[src/rtl/rfid_pkg.sv]
// Shared RFID air-interface definitions: PIE encoder states, symbol codes and
// the default link timing (in ticks) used by both link directions.
package rfid_pkg;

  localparam int PIE_TICK_N = 10;
  localparam int PIE_DELIM  = 20;
  localparam int PIE_TARI   = 16;
  localparam int PIE_DATA1  = 28;
  localparam int PIE_PW     = 8;
  localparam int PIE_RTCAL  = 44;
  localparam int PIE_TRCAL  = 88;

  typedef enum logic [2:0] {
    ST_IDLE,
    ST_DELIM,
    ST_DATA0,
    ST_RTCAL,
    ST_TRCAL,
    ST_DATA
  } pie_state_e;

  typedef enum logic [2:0] {
    SYM_DELIM,
    SYM_DATA0,
    SYM_DATA1,
    SYM_RTCAL,
    SYM_TRCAL
  } pie_sym_e;

  // Counter width able to hold 0..maxVal-1, never narrower than one bit.
  function automatic int ctrWidth(input int maxVal);
    return (maxVal > 1) ? $clog2(maxVal) : 1;
  endfunction

endpackage

[src/rtl/pie_sym_timer.sv]
// Symbol timer: a TICK_N prescaler driving a per-symbol tick phase counter.
// 'level' is the line level for the cycle that follows the current clock edge.
module pie_sym_timer #(
  parameter int TICK_N = 10,
  parameter int PW     = 8,
  parameter int TICK_W = 4,
  parameter int PH_W   = 7
) (
  input  logic            clk,
  input  logic            rst_n,
  input  logic            run,
  input  logic            load,
  input  logic            low_only,
  input  logic [PH_W-1:0] sym_len,
  output logic            level,
  output logic            sym_last
);

  localparam logic [TICK_W-1:0] TICK_MAX = TICK_W'(TICK_N - 1);
  localparam logic [TICK_W-1:0] ONE_T    = TICK_W'(1);
  localparam logic [PH_W-1:0]   ONE_P    = PH_W'(1);
  localparam logic [PH_W-1:0]   PW_L     = PH_W'(PW);

  logic [TICK_W-1:0] tick_q, tick_d;
  logic [PH_W-1:0]   phase_q, phase_d;
  logic [PH_W-1:0]   len_q, len_d;
  logic              low_q, low_d;

  assign sym_last = run && (tick_q == TICK_MAX) && (phase_q == len_q - ONE_P);

  always_comb begin
    tick_d  = tick_q;
    phase_d = phase_q;
    len_d   = len_q;
    low_d   = low_q;
    if (load) begin
      tick_d  = '0;
      phase_d = '0;
      len_d   = sym_len;
      low_d   = low_only;
    end else if (run) begin
      if (tick_q == TICK_MAX) begin
        tick_d  = '0;
        phase_d = (phase_q == len_q - ONE_P) ? '0 : phase_q + ONE_P;
      end else begin
        tick_d = tick_q + ONE_T;
      end
    end else begin
      tick_d  = '0;
      phase_d = '0;
    end
    // Every symbol ends with PW low ticks; a delimiter is low throughout.
    level = !low_d && (phase_d < (len_d - PW_L));
  end

  always_ff @(posedge clk or negedge rst_n) begin
    if (!rst_n) begin
      tick_q  <= '0;
      phase_q <= '0;
      len_q   <= '0;
      low_q   <= 1'b0;
    end else begin
      tick_q  <= tick_d;
      phase_q <= phase_d;
      len_q   <= len_d;
      low_q   <= low_d;
    end
  end

endmodule

[src/rtl/pie_encoder.sv]
// Reader-to-tag PIE encoder: delimiter, data-0, RTcal, optional TRcal, then
// command bits pulled over a valid/ready stream until the bit flagged last.
module pie_encoder
  import rfid_pkg::*;
#(
  parameter int TICK_N = PIE_TICK_N,
  parameter int DELIM  = PIE_DELIM,
  parameter int TARI   = PIE_TARI,
  parameter int DATA1  = PIE_DATA1,
  parameter int PW     = PIE_PW,
  parameter int RTCAL  = PIE_RTCAL,
  parameter int TRCAL  = PIE_TRCAL
) (
  input  logic clk,
  input  logic rst_n,
  input  logic start,
  input  logic preamble_sel,
  input  logic in_dat,
  input  logic in_last,
  input  logic in_vld,
  output logic in_rdy,
  output logic tx_out,
  output logic busy,
  output logic done,
  output logic underrun
);

  localparam int TICK_W = ctrWidth(TICK_N);
  localparam int PH_W   = ctrWidth(TRCAL + 1);

  pie_state_e      state_q;
  logic            pre_q, last_q, busy_q, tx_out_q, done_q, underrun_q;
  pie_sym_e        symSel;
  logic            loadSym, lowOnly, take, level, symLast;
  logic [PH_W-1:0] symLenSel;

  function automatic logic [PH_W-1:0] symLen(input pie_sym_e s);
    case (s)
      SYM_DELIM: symLen = PH_W'(DELIM);
      SYM_DATA1: symLen = PH_W'(DATA1);
      SYM_RTCAL: symLen = PH_W'(RTCAL);
      SYM_TRCAL: symLen = PH_W'(TRCAL);
      default:   symLen = PH_W'(TARI);
    endcase
  endfunction

  // A bit may only be taken in the last cycle of a symbol that needs a successor bit.
  assign in_rdy = symLast && (((state_q == ST_RTCAL) && !pre_q) ||
                              (state_q == ST_TRCAL) ||
                              ((state_q == ST_DATA) && !last_q));
  assign take = in_rdy && in_vld;

  always_comb begin
    symSel  = SYM_DELIM;
    loadSym = 1'b0;
    case (state_q)
      ST_IDLE: begin
        if (start && !done_q) begin
          loadSym = 1'b1;
          symSel  = SYM_DELIM;
        end
      end
      ST_DELIM: begin
        if (symLast) begin
          loadSym = 1'b1;
          symSel  = SYM_DATA0;
        end
      end
      ST_DATA0: begin
        if (symLast) begin
          loadSym = 1'b1;
          symSel  = SYM_RTCAL;
        end
      end
      ST_RTCAL: begin
        if (symLast && pre_q) begin
          loadSym = 1'b1;
          symSel  = SYM_TRCAL;
        end
      end
      default: ;
    endcase
    if (take) begin
      loadSym = 1'b1;
      symSel  = in_dat ? SYM_DATA1 : SYM_DATA0;
    end
    lowOnly   = (symSel == SYM_DELIM);
    symLenSel = symLen(symSel);
  end

  pie_sym_timer #(
    .TICK_N(TICK_N),
    .PW    (PW),
    .TICK_W(TICK_W),
    .PH_W  (PH_W)
  ) uTimer (
    .clk     (clk),
    .rst_n   (rst_n),
    .run     (busy_q),
    .load    (loadSym),
    .low_only(lowOnly),
    .sym_len (symLenSel),
    .level   (level),
    .sym_last(symLast)
  );

  always_ff @(posedge clk or negedge rst_n) begin
    if (!rst_n) begin
      state_q    <= ST_IDLE;
      pre_q      <= 1'b0;
      last_q     <= 1'b0;
      busy_q     <= 1'b0;
      tx_out_q   <= 1'b1;
      done_q     <= 1'b0;
      underrun_q <= 1'b0;
    end else begin
      done_q     <= 1'b0;
      underrun_q <= 1'b0;
      tx_out_q   <= level;
      case (state_q)
        ST_IDLE: begin
          if (loadSym) begin
            state_q <= ST_DELIM;
            busy_q  <= 1'b1;
            pre_q   <= preamble_sel;
            last_q  <= 1'b0;
          end else begin
            tx_out_q <= 1'b1;
          end
        end
        ST_DELIM: if (symLast) state_q <= ST_DATA0;
        ST_DATA0: if (symLast) state_q <= ST_RTCAL;
        ST_RTCAL, ST_TRCAL, ST_DATA: begin
          if (symLast) begin
            if ((state_q == ST_RTCAL) && pre_q) begin
              state_q <= ST_TRCAL;
            end else if ((state_q == ST_DATA) && last_q) begin
              state_q  <= ST_IDLE;
              busy_q   <= 1'b0;
              tx_out_q <= 1'b1;
              done_q   <= 1'b1;
            end else if (take) begin
              state_q <= ST_DATA;
              last_q  <= in_last;
            end else begin
              state_q    <= ST_IDLE;
              busy_q     <= 1'b0;
              tx_out_q   <= 1'b1;
              underrun_q <= 1'b1;
            end
          end
        end
        default: begin
          state_q  <= ST_IDLE;
          busy_q   <= 1'b0;
          tx_out_q <= 1'b1;
        end
      endcase
    end
  end

  assign tx_out   = tx_out_q;
  assign busy     = busy_q;
  assign done     = done_q;
  assign underrun = underrun_q;

endmodule

[config.mk]
export PLATFORM = sky130hd
export DESIGN_NAME = pie_encoder
export DESIGN_NICKNAME = d
export VERILOG_FILES = /design/src/rtl/rfid_pkg.sv /design/src/rtl/pie_sym_timer.sv /design/src/rtl/pie_encoder.sv
export SDC_FILE = /design/constraint.sdc
export NUM_CORES = 1
export LEC_CHECK = 0
export ABC_AREA = 0
export BUFFER_PORTS_ARGS = -buffer_cell sky130_fd_sc_hd__clkbuf_2
export CORE_ASPECT_RATIO = 0.75
export CORE_MARGIN = 2
export CORE_UTILIZATION = 42
export DETAILED_ROUTE_END_ITERATION = 6
export REMOVE_ABC_BUFFERS = 1
export SLEW_MARGIN = 15
export SYNTH_ARGS = -nofsm -noshare
export SYNTH_HDL_FRONTEND = slang
export SYNTH_SLANG_ARGS = --single-unit
export TNS_END_PERCENT = 1
[constraint.sdc]
create_clock -name clk -period 3.9 [get_ports clk]
set_clock_uncertainty 0.1 [all_clocks]
set_input_delay 0.39 -clock clk [delete_from_list [all_inputs] [get_ports clk]]
set_output_delay 0.39 -clock clk [all_outputs]
set_load 0.1 [all_outputs]
; ---- Yosys cells after proc, flatten, opt, wreduce, memory -nomap -nowiden
; Index checks and enable logic that the tools add are counted.
[classes]
n_eq_ne = 18
addsub = 4
shift = 0
n_reduce_logical = 26
mul = 0
bitwise_logic = 1
muxes = 56
order_cmp = 1
div_mod_pow = 0
[op_table]
columns = cell, count
row1 = 7-bit two-way mux, 5
row2 = 1-bit two-way mux, 30
row3 = 7-bit one-hot mux with 4 select lines, 1
row4 = 3-bit two-way mux, 9
row5 = "2-bit inequality test, second input constant", 7
row6 = "3-bit by 2-bit equality test with 1-bit output, second input constant", 4
row7 = 4-bit two-way mux, 3
row8 = 3-bit one-hot mux with 4 select lines, 1
row9 = 1-bit logical AND, 11
row10 = "3-bit equality test, second input constant", 3
row11 = 1-bit one-hot mux with 3 select lines, 3
row12 = 3-bit one-hot mux with 3 select lines, 1
row13 = "7-bit by 1-bit adder with 7-bit output, second input constant", 1
row14 = 7-bit equality test, 1
row15 = 7-bit less-than comparator, 1
row16 = "7-bit by 1-bit subtractor with 7-bit output, second input constant", 1
row17 = "7-bit by 4-bit subtractor with 7-bit output, second input constant", 1
row18 = 3-bit zero test, 2
row19 = 6-bit AND reduction, 1
row20 = 5-bit AND reduction, 1
row21 = "4-bit by 1-bit adder with 4-bit output, second input constant", 1
row22 = "4-bit equality test, second input constant", 1
row23 = 1-bit zero test, 4
row24 = 2-bit two-way mux, 2
row25 = other kinds (10), 11
[totals]
regBits = 28
word_cells = 117
mem_bits_ro = 0
n_memories = 0
in_bits = 7
output_inout_bits = 5
mem_bits_rw = 0
latch_bits = 0

; ---- Longest topological paths before layout
; Gate-level depths: netlist of the first run.
[depth]
depth_word = 18
mapped_depth = 17
depth_no_buf = 16

; ---- Modules after synthesis
; A second synthesis of the first run with hierarchy kept.
[unflattened]
cells_unflattened = 194
hier_area_um2 = 1870.5
[modules_own_cells]
columns = mod, area_per_inst_um2, instances, seq_area_each_um2, cells_per_inst
row1 = pie_sym_timer, 1214.9, 1, 475.5, 123
row2 = pie_encoder, 655.6, 1, 226.5, 71

; ---- Worst setup path before layout of the first run
; Ideal clock, no wire load.
[synth_timing]
kind = reg2out
from = reg uTimer.len_q[0]
to = out in_rdy
t_required_ns = 3.410
path_slack_ns = 0.269
path_buffers = 1
t_arrival_ns = 3.141
stages_incl_launch_ff = 8
cell_sequence = dfrtp_1 -> inv_1 -> ha_1 -> or3_1 -> a31o_2 -> or4b_1 -> buf_2 -> nor2_1
[synth_between]
elab_chain_len = 4
[synth_rtl]
columns = item, line_no
row1 = "start, declared", pie_sym_timer.sv:26  ; logic [PH_W-1:0] len_q, len_d;
row2 = "start signal, assigned", pie_sym_timer.sv:65  ; len_q <= len_d;
row3 = 7-bit by 1-bit subtractor with 7-bit output, pie_sym_timer.sv:29  ; assign sym_last = run && (tick_q == TICK_MAX) && (phase_q == len_q - ONE_P);
row4 = 7-bit equality test, pie_sym_timer.sv:29
row5 = 1-bit logical AND, pie_sym_timer.sv:29
row6 = 1-bit logical AND, pie_encoder.sv:48  ; assign in_rdy = symLast && (((state_q == ST_RTCAL) && !pre_q) ||
row7 = "end, declared", pie_encoder.sv:21  ; output logic in_rdy,
; No other way between the ends.

; ---- Worst setup path after layout of the first run
[layout_timing]
from = reg uTimer.len_q[0]
to = reg tx_out_q, in the netlist tx_out
[layout_between]
elab_chain_len = 18
word_cells_on_any_way = 36
classes_between = add/sub: 2 / order compare: 1 / eq/ne: 4 / mux: 22 / reduce/logical: 7
[layout_rtl]
columns = item, line_no
row1 = 7-bit by 1-bit subtractor with 7-bit output, "pie_sym_timer.sv:29, pie_sym_timer.sv:44"
row2 = 7-bit equality test, "pie_sym_timer.sv:29, pie_sym_timer.sv:44"
row3 = 1-bit logical AND, pie_sym_timer.sv:29
row4 = 1-bit logical AND, pie_encoder.sv:76  ; if (symLast && pre_q) begin
row5 = 3-bit two-way mux, pie_encoder.sv:76
row6 = 3-bit one-hot mux with 3 select lines, pie_encoder.sv:56  ; case (state_q)
row7 = 3-bit two-way mux, pie_encoder.sv:83  ; if (take) begin
row8 = 3-bit equality test (tied with other cells), pie_encoder.sv:38  ; case (s)
row9 = [... 2 more ...], --
row10 = 7-bit by 4-bit subtractor with 7-bit output, pie_sym_timer.sv:53  ; level = !low_d && (phase_d < (len_d - PW_L));
row11 = 7-bit less-than comparator, pie_sym_timer.sv:53
row12 = 1-bit logical AND, pie_sym_timer.sv:53
row13 = 1-bit two-way mux, pie_encoder.sv:142  ; end else if (take) begin
row14 = 1-bit two-way mux, pie_encoder.sv:137  ; end else if ((state_q == ST_DATA) && last_q) begin
row15 = 1-bit two-way mux, pie_encoder.sv:135  ; if ((state_q == ST_RTCAL) && pre_q) begin
row16 = 1-bit two-way mux, pie_encoder.sv:134  ; if (symLast) begin
row17 = 1-bit one-hot mux with 3 select lines (*), pie_encoder.sv:120  ; case (state_q)
row18 = "end signal, assigned", pie_encoder.sv:119  ; tx_out_q <= level;
row19 = "end, declared", pie_encoder.sv:32  ; logic pre_q, last_q, busy_q, tx_out_q, done_q, underrun_q;
; Mark *: on every way between the ends. The rest lies on a longest branch, timed or not.
; A chain may end at the register's enable or synchronous reset.

==> results.md, run 1 <==
Clocking:
- The number of sinks handled by clock tree synthesis is 28.
- The clock transition at the registers of the reported paths is about 0.1 ns.
- The clock latency at the later pin of the worst-skew pair is approximately 0.28 ns.
- Counting the buffers created by CTS gives 3.
- The clock tree from TritonCTS is done.
- The buffer cell driving the clock tree root is sky130_fd_sc_hd__clkbuf_8.
- The H-tree level count is 1.
- The buffer depth of the longest clock path is 2.

Routing:
- The detail-routed via count per cell is around 5.5.
- In the routed design, unresolved DRC markers number 0.
- The first-pass iteration count of the detailed router is 5.
- Summed over all layers, the routed wires come to ~4300 microns.
- The via count of the routed design is around 1500.
- The detail route stage leaves a number of antenna-violating nets equal to 0.
- The first routing iteration left approximately 120 violations.
- The final routed wire length divided by cell count is approximately 15 microns.

Yosys:
- Ranked by total cell area, the synthesized netlist is headed by sky130_fd_sc_hd__dfrtp_1 (37%), sky130_fd_sc_hd__ha_1 (6.9%), sky130_fd_sc_hd__nor2_1 (6.4%), sky130_fd_sc_hd__xnor2_1 (4.8%), sky130_fd_sc_hd__xor2_1 (3.4%).
- The number of enable flip-flop cells after synthesis is 0.
- The sequential share of the synthesized area is 38.6%.
- Each instance of the synthesized netlist takes up on average around 8.9 sq um.
- The instance count of the mapped netlist is between 200 and 250.
- The number of different library cells used by synthesis comes to 48.
- After synthesis, the largest area contributor takes up 37.2% of total cell area.
- The mapped netlist covers about 1800 sq um.
- Yosys instantiated no cell more often than sky130_fd_sc_hd__nor2_1.
- The synthesized design contains 28 register bits.
- sky130_fd_sc_hd__dfrtp_1 takes more of the synthesized area than any other cell.
- The share of synthesized flip-flops with an asynchronous set or reset is 100%.
- The Yosys step of the flow raised 0 warnings.
- By count the netlist is led by sky130_fd_sc_hd__nor2_1 (31), sky130_fd_sc_hd__dfrtp_1 (27), sky130_fd_sc_hd__nand2_1 (16).
- The most used flip-flop cell after synthesis is sky130_fd_sc_hd__dfrtp_1.

Layout:
- The number of nets in the final layout is about 240.
- 0 antenna diodes ended up in the layout.
- The area overhead of the layout relative to synthesis is 12.7%.
- Fill cells in the final layout number around 400.
- In the final layout, the share of cells above drive strength 1 is 15.2%.
- The final core area utilization is 49.9%.

Power:
- Summed over all cells, the static leakage comes to roughly 0.00093 uW.
- The worst-case IR drop observed on VDD is about 0.19 mV.
- Power comes to between 500 and 600 uW.
- Dividing total power by cell area gives a power density of 253 nW/um^2.

GRT:
- The initial antenna violation count is 0.
- The via count of the first global-routing pass was 1454.
- The global-route usage over all layers is 19.5%.
- Entering global routing, the biggest net connects 29 pins.
- The wire length of the first global-routing pass is 7180 microns.
- The remaining global-route overflow is 0.

Worst setup path:
- The cell family contributing the most delay on the critical path is compound AO/OA/AOI/OAI gates.
- Together, buffers and inverters on the worst path number 1.
- At the worst endpoint, the arrival time is approximately 3.8 ns.
- The slowest stage cell on the critical path is sky130_fd_sc_hd__or4b_1.
- In this run the worst path has a maximum fanout of 4.
- The required time reported for the critical path endpoint is approximately 4 ns.
- The critical path is of the reg2reg type.
- The critical path goes through inv_1 > ha_1 > or3_1 > a31o_2 > or4b_1 > o211ai_1 > o21a_1 > a21oi_1 > ha_1 > nor2b_1 > o21ai_0 > nand3b_1 > a311o_1 > o211ai_1.
- The worst setup path is launched from a flop.
- The endpoint type of the worst setup path is a flop.
- In this design, the stage delay of the slowest critical-path cell is between 0.5 and 0.6 ns.

Floorplanning:
- The floorplan core area is 4100 sq um.
- During I/O placement, the number of pins put on the boundary was 12.
- The floorplan has 20 rows.
- In this run the horizontal extent of the chip is around 80 microns.
- Measured along the y axis, the die boundary spans a little over 60 microns.
- For this configuration, the core starts out at a cell density of between 40% and 50%.
- The area of the die is just under 5000 sq um.

Placement:
- During placement, the flow inserted port buffers numbering 11.
- The HPWL after detailed placement is between 3000 and 4000 microns.
- At the end of routability-driven placement, the weighted congestion stood at slightly below 0.9.

Min path:
- The worst min-delay path class is in2async.

Timing:
- After routing, the total negative slack on setup checks comes to 0 ns.
- In this run the tightest slew margin relative to its limit is 52.4%.
- The total count of max-transition violations in the final report is 0.
- The setup violation total in the final timing report is 0.
- Setup repair after global routing left no endpoint under its margin.
- For the pin with the worst max-slew slack, the measured transition is slightly above 0.7 ns.
- The number of hold violations in the final report was 0.
- The fraction of the cycle the final worst path needs is 93.3%.
- The post-route minimum period is about 3.6 ns.
- The highest clock frequency the design can meet is approximately 270 MHz.

Run:
- The tool flagged a number of max-cap violations equal to 0.

Status:
- The run finished with clean final reports.
[flip-flops by register name (all words and copies together), names as in the netlist]
| signal | cells |
|---|---|
| uTimer.phase_q | 7 |
| uTimer.low_q | 1 |
| pre_q | 1 |
| last_q | 1 |
| uTimer.len_q | 7 |
| underrun | 1 |
| uTimer.tick_q | 4 |
| done | 1 |
| tx_out | 1 |
| state_q | 3 |
| busy | 1 |
[cell type report]
class	count	area, sq um	area share, %
sequential	28	702	34.3
clock buffer	4	45.0	2.20
multi-input combinational	159	1060	51.8
inverter	11	41.3	2.02
timing repair buffer	21	130	6.36
tap	55	68.8	3.36
[through the flow]
stage	instances	hold slack [ns]	worst slack, ns	area (sq um)
after global placement	274	0.376	0.319	1990
after detailed placement	274	0.379	0.298	1990
after CTS	278	0.0718	0.268	2040
after global routing	278	0.113	0.000701	2050
final	278	0.0455	0.262	2050
after floorplan	198	-0.00559	0.274	1790
[per-layer routing]
| layer | up-vias | global-route usage [%] | share of wire, % | routed length (microns) |
|---|---|---|---|---|
| met5 | - | 0 | 0 | 0 |
| met4 | 0 | 2.91 | 0.44 | 19 |
| li1 | 761 | - | - | - |
| met1 | 727 | 32.1 | 54 | 2300 |
| met2 | 43 | 26.5 | 39 | 1660 |
| met3 | 2 | 3.57 | 6.9 | 295 |
[cells by family after synthesis]
| family | Yosys count | share of synthesized area (%) |
|---|---|---|
| compound gates | 39 | 13.3 |
| xor+xnor | 17 | 8.20 |
| fa+ha+maj | 11 | 7.44 |
| buf+inv | 18 | 3.86 |
| flops | 28 | 38.6 |
| mux | 3 | 1.72 |
| simple gates | 89 | 26.9 |
[power breakdown]
| group | switching (uW) | internal, uW | total (uW) |
|---|---|---|---|
| registers | 6.13 | 297 | 303 |
| logic | 32.5 | 17.1 | 49.6 |
| clock network | 91.4 | 73.4 | 165 |
| total | 130 | 387 | 517 |
[worst register-to-register path, stage by stage, from the launching register on]
cell and delay, ns:
sky130_fd_sc_hd__dfrtp_1 0.39, sky130_fd_sc_hd__inv_1 0.07, sky130_fd_sc_hd__ha_1 0.21, sky130_fd_sc_hd__or3_1 0.37, sky130_fd_sc_hd__a31o_2 0.29, sky130_fd_sc_hd__or4b_1 0.55
sky130_fd_sc_hd__o211ai_1 0.20, sky130_fd_sc_hd__o21a_1 0.14, sky130_fd_sc_hd__a21oi_1 0.07, sky130_fd_sc_hd__ha_1 0.31, sky130_fd_sc_hd__nor2b_1 0.13, sky130_fd_sc_hd__o21ai_0 0.15
sky130_fd_sc_hd__nand3b_1 0.10, sky130_fd_sc_hd__a311o_1 0.32, sky130_fd_sc_hd__o211ai_1 0.17
[what timing repair did]
action,in CTS,in global routing
hold buffers,0,0
gates resized for setup,0,1
setup buffers,0,0
endpoints found under the hold margin,0,0
setup endpoints to repair,0,1
[final timing paths]
path                                            start                           to  slack [ns]  cells after the start
max                         uTimer.len_q[0]$_DFF_PN0_             tx_out$_DFF_PN1_        0.26                     14
min                                             rst_n           underrun$_DFF_PN0_        0.05                      1
max reg2reg                 uTimer.len_q[0]$_DFF_PN0_             tx_out$_DFF_PN1_        0.26                     14
min reg2reg                uTimer.tick_q[0]$_DFF_PN0_   uTimer.tick_q[0]$_DFF_PN0_        0.40                      1
max in group asynchronous                       rst_n  uTimer.phase_q[2]$_DFF_PN0_        3.20                      1
min in group clk                         preamble_sel            pre_q$_DFFE_PN0P_        0.24                      2
[placed cells by master (no fill, tap or decap), types with 2 or more instances in the layout]
| master | count |
|---|---|
| sky130_fd_sc_hd__nand2_1 | 16 |
| sky130_fd_sc_hd__nor3_1 | 6 |
| sky130_fd_sc_hd__inv_1 | 9 |
| sky130_fd_sc_hd__nand2b_1 | 2 |
| sky130_fd_sc_hd__clkbuf_8 | 3 |
| sky130_fd_sc_hd__mux2i_1 | 2 |
| sky130_fd_sc_hd__inv_2 | 2 |
| sky130_fd_sc_hd__and3_1 | 3 |
| sky130_fd_sc_hd__o21ai_0 | 7 |
| sky130_fd_sc_hd__a31oi_1 | 5 |
| sky130_fd_sc_hd__ha_1 | 10 |
| sky130_fd_sc_hd__and4_1 | 2 |
| sky130_fd_sc_hd__nand3b_1 | 2 |
| sky130_fd_sc_hd__nor2_1 | 31 |
| sky130_fd_sc_hd__nor2b_1 | 6 |
| sky130_fd_sc_hd__xor2_1 | 7 |
| sky130_fd_sc_hd__nor4_1 | 2 |
| sky130_fd_sc_hd__nand3_1 | 3 |
| sky130_fd_sc_hd__o21ai_1 | 2 |
| sky130_fd_sc_hd__or3_1 | 3 |
| sky130_fd_sc_hd__or4_1 | 2 |
| sky130_fd_sc_hd__dfrtp_1 | 27 |
| sky130_fd_sc_hd__buf_4 | 10 |
| sky130_fd_sc_hd__a21oi_1 | 12 |
| sky130_fd_sc_hd__xnor2_1 | 10 |
| sky130_fd_sc_hd__o211ai_1 | 4 |
| sky130_fd_sc_hd__clkbuf_2 | 11 |
No activity file was read; power rests on OpenSTA's default activity.
==> run 2: changes to the inputs <==
Clock period 3.9 ns to 3.8 ns, I/O delays scaled along.
==> run 2 against run 1 <==
- combinational power grew 5.0%
- hold slack got worse by 0.030 ns
- total power up 16%
- sequential power is 3% higher
- global-route usage is 0.28 points higher
- first-iteration DRC count shrank 27%
- cell count rose by 1.4%
- via count decreased by 2.2%
- critical path type unchanged
- critical endpoint unchanged
==> results.md, run 2 (same netlist as run 1, synthesis figures left out) <==
Timing:
- The fraction of the cycle the final worst path needs came to 94.9% (was 93.3%).
- The setup violation total in the final timing report is 0 (unchanged).
- The transition time of the tightest slew-check pin is 0.684 ns (was 0.714 ns).
- The highest clock frequency the design can meet was 277 MHz (was 275 MHz).
- The total count of max-transition violations in the final report is 0 (unchanged).
- Setup repair after global routing missed its margin: no (unchanged).
- The max-slew headroom at the worst pin came to 54.4% (was 52.4%).
- The post-route worst setup slack is 0.194 ns (was 0.262 ns).
- The setup TNS after final layout is 0 ns (unchanged).
- The number of hold violations in the final report is 0 (unchanged).
- The post-route minimum period is 3.61 ns (was 3.64 ns).

Layout:
- Regs by FF count: uTimer.len_q x7, uTimer.phase_q x7, uTimer.tick_q x4 (unchanged).
- The area of all placed cells without fillers is 2100 sq um (was 2050 sq um).
- The number of nets in the final layout is 245 (was 241).
- The area overhead of the layout relative to synthesis is 15.7% (was 12.7%).
- The most common cell after layout, fill and taps aside is sky130_fd_sc_hd__nor2_1 (unchanged).
- The final antenna diode count is 0 (unchanged).
- Highest-count cells in the layout ignoring fill and taps: sky130_fd_sc_hd__nor2_1 (31), sky130_fd_sc_hd__dfrtp_1 (27), sky130_fd_sc_hd__nand2_1 (16), sky130_fd_sc_hd__buf_4 (14), sky130_fd_sc_hd__a21oi_1 (12) (was sky130_fd_sc_hd__nor2_1 (31), sky130_fd_sc_hd__dfrtp_1 (27), sky130_fd_sc_hd__nand2_1 (16), sky130_fd_sc_hd__a21oi_1 (12), sky130_fd_sc_hd__clkbuf_2 (11)).
- The fraction of layout instances using a drive strength above 1 is 18.1% (was 15.2%).
- The number of fill cells in the layout is 402 (was 403).
- The non-filler instance count after layout is 282 (was 278).

Worst setup path:
- The path type of the worst setup path was reg2reg (unchanged).
- The slowest stage cell on the critical path was sky130_fd_sc_hd__or4b_1 (unchanged).
- The endpoint type of the worst setup path is a flop (unchanged).
- Sequence of cells on the critical path: inv_1 > ha_1 > or3_1 > a31o_2 > or4b_1 > o211ai_1 > o21a_1 > a21oi_1 > ha_1 > nand4_1 > nor2_1 > o21ai_1 > nand3b_1 > a311o_1 > o211ai_1 (was inv_1 > ha_1 > or3_1 > a31o_2 > or4b_1 > o211ai_1 > o21a_1 > a21oi_1 > ha_1 > nor2b_1 > o21ai_0 > nand3b_1 > a311o_1 > o211ai_1).
- The required time reported for the critical path endpoint is 3.91 ns (was 4.01 ns).
- The critical-path maximum fanout was 4 (unchanged).
- The type of origin of the critical path is a flop (unchanged).
- The endpoint arrival time on the critical path is 3.71 ns (was 3.75 ns).
- The maximum single-stage delay on the critical path is 0.53 ns (was 0.55 ns).
- The cell family with the largest share of critical-path delay is compound AO/OA/AOI/OAI gates (unchanged).
- The setup slack of the most critical reg-to-reg path is 0.19 ns (was 0.26 ns).
- The worst path buffer plus inverter count is 1 (unchanged).

Routing:
- The final routed wire length divided by cell count is 14.9 microns (was 15.4 microns).
- The routed wire length is 4210 microns (was 4280 microns).
- The final routed DRC violation total was 0 (unchanged).
- The first-pass iteration count of the detailed router is 4 (was 5).
- The detail-routed via count per cell is 5.32 (was 5.51).
- The via count of the routed design is 1500 (was 1533).
- The remaining antenna violation count after routing was 0 (unchanged).
- The first-iteration detailed-routing DRC count is 87 (was 119).

Power:
- The switching power share of the total is 22.8% (was 25.1%).
- The leakage power is 0.000962 uW (was 0.000928 uW).
- The switching power is 137 uW (was 130 uW).
- The worst IR drop on VDD was 0.138 mV (was 0.190 mV).
- The clock network fraction of total power came to 39.7% (was 31.8%).
- The internal power consumption is 465 uW (was 387 uW).
- The proportion of power drawn by combinational gates was 8.7% (was 9.6%).
- The power per cell area is 286 nW/um^2 (was 253 nW/um^2).
- The portion of total power attributed to sequential cells is 51.7% (was 58.6%).

Placement:
- The placed cell area is 2020 sq um (was 1990 sq um).
- The routability-driven placement congestion ratio is 0.855 (was 0.887).
- The count of port buffers added during placement is 11 (unchanged).
- The worst setup slack after placement was 0.190 ns (was 0.298 ns).
- The total half-perimeter wirelength after legalization and detailed placement is 3230 microns (was 3300 microns).
- The cell count after placement was 277 (was 274).

GRT:
- The via count of the first global-routing pass was 1394 (was 1454).
- The wire length of the first global-routing pass is 7220 microns (was 7180 microns).
- The global-route usage over all layers is 19.7% (was 19.5%).
- The pin count of the biggest net entering global routing is 29 (unchanged).
- The initial antenna violation count is 0 (unchanged).
- The remaining global-route overflow came to 0 (unchanged).

Floorplanning:
- The die width was 79.9 microns (unchanged).
- The area of the die was 4870 sq um (unchanged).
- The starting density of the core was 44.3% (unchanged).
- The number of placement rows is 20 (unchanged).
- The floorplan core area came to 4100 sq um (unchanged).
- The die outline height is 61.0 microns (unchanged).
- The number of ports placed on the die boundary came to 12 (unchanged).

Clocking:
- The buffer cell driving the clock tree root is sky130_fd_sc_hd__clkbuf_8 (unchanged).
- The clock transition at the registers of the reported paths is 0.10 ns (about the same).
- The buffer depth of the longest clock path is 2 (unchanged).
- The H-tree level count came to 1 (unchanged).
- The clock tree from TritonCTS was done (unchanged).
- The clock latency at the later pin of the worst-skew pair is 0.28 ns (about the same).
- The number of CTS-inserted buffers is 3 (unchanged).
- The hold-fix buffer count after cts is 0 (unchanged).
- The number of sinks handled by clock tree synthesis is 28 (unchanged).

Run:
- The count of max-cap constraint violations came to 0 (unchanged).

Min path:
- The worst min-delay path class is in2async (unchanged).

Status:
- Result of the run: complete, no violations (unchanged).
==> run 2: per-stage QoR <==
stage | utilization (%) | hold WS [ns] | power (uW)
finish | 51.2 | 0.0159 | 602
global route | 51.2 | 0.0797 | 630
CTS | 50.9 | 0.0482 | 607
detailed placement | 49.1 | 0.361 | 368
global placement | 49.1 | 0.362 | 368
floorplan | - | -0.0156 | 348
==> run 2: metal layers <==
layer | vias to the layer above | track usage, % | share of wire (%)
met5 | - | 0 | 0
met4 | 0 | 4.36 | 0.81
met3 | 4 | 3.57 | 3.7
met2 | 28 | 27.0 | 40
met1 | 705 | 31.9 | 56
li1 | 763 | - | -
==> run 2: final cells by class <==
cell class | instances | area (sq um) | area share, %
multi-input cells | 159 | 1060 | 50.4
flip-flops and latches | 28 | 702 | 33.4
repair buffers | 25 | 160 | 7.62
well taps | 55 | 68.8 | 3.27
clock buffers | 3 | 41.3 | 1.96
inverters | 11 | 41.3 | 1.96
clock inverters | 1 | 30.0 | 1.43
==> run 2: final timing paths <==
kind	cells past startpoint	from	to
min in group clk	2	preamble_sel	pre_q$_DFFE_PN0P_
worst max register to register	15	uTimer.len_q[1]$_DFF_PN0_	tx_out$_DFF_PN1_
worst max-delay path	15	uTimer.len_q[1]$_DFF_PN0_	tx_out$_DFF_PN1_
worst min-delay path	1	rst_n	last_q$_DFFE_PN0P_
worst min register to register	1	uTimer.tick_q[0]$_DFF_PN0_	uTimer.tick_q[0]$_DFF_PN0_
max in group asynchronous	1	rst_n	state_q[0]$_DFFE_PN0P_
==> run 2: repair_timing <==
item | CTS | global route
buffers inserted | 0 | 1
endpoints found under the setup margin | 0 | 1
resized for setup | 0 | 3
==> run 2: power groups by stage <==
stage | clock network, uW | logic (uW) | registers (uW)
after global placement | 0 | 51.3 | 317
after detailed placement | 0 | 51.0 | 317
final | 239 | 52.1 | 311
after global routing | 259 | 59.0 | 312
after floorplan | 0 | 24.4 | 324
after CTS | 245 | 51.3 | 311
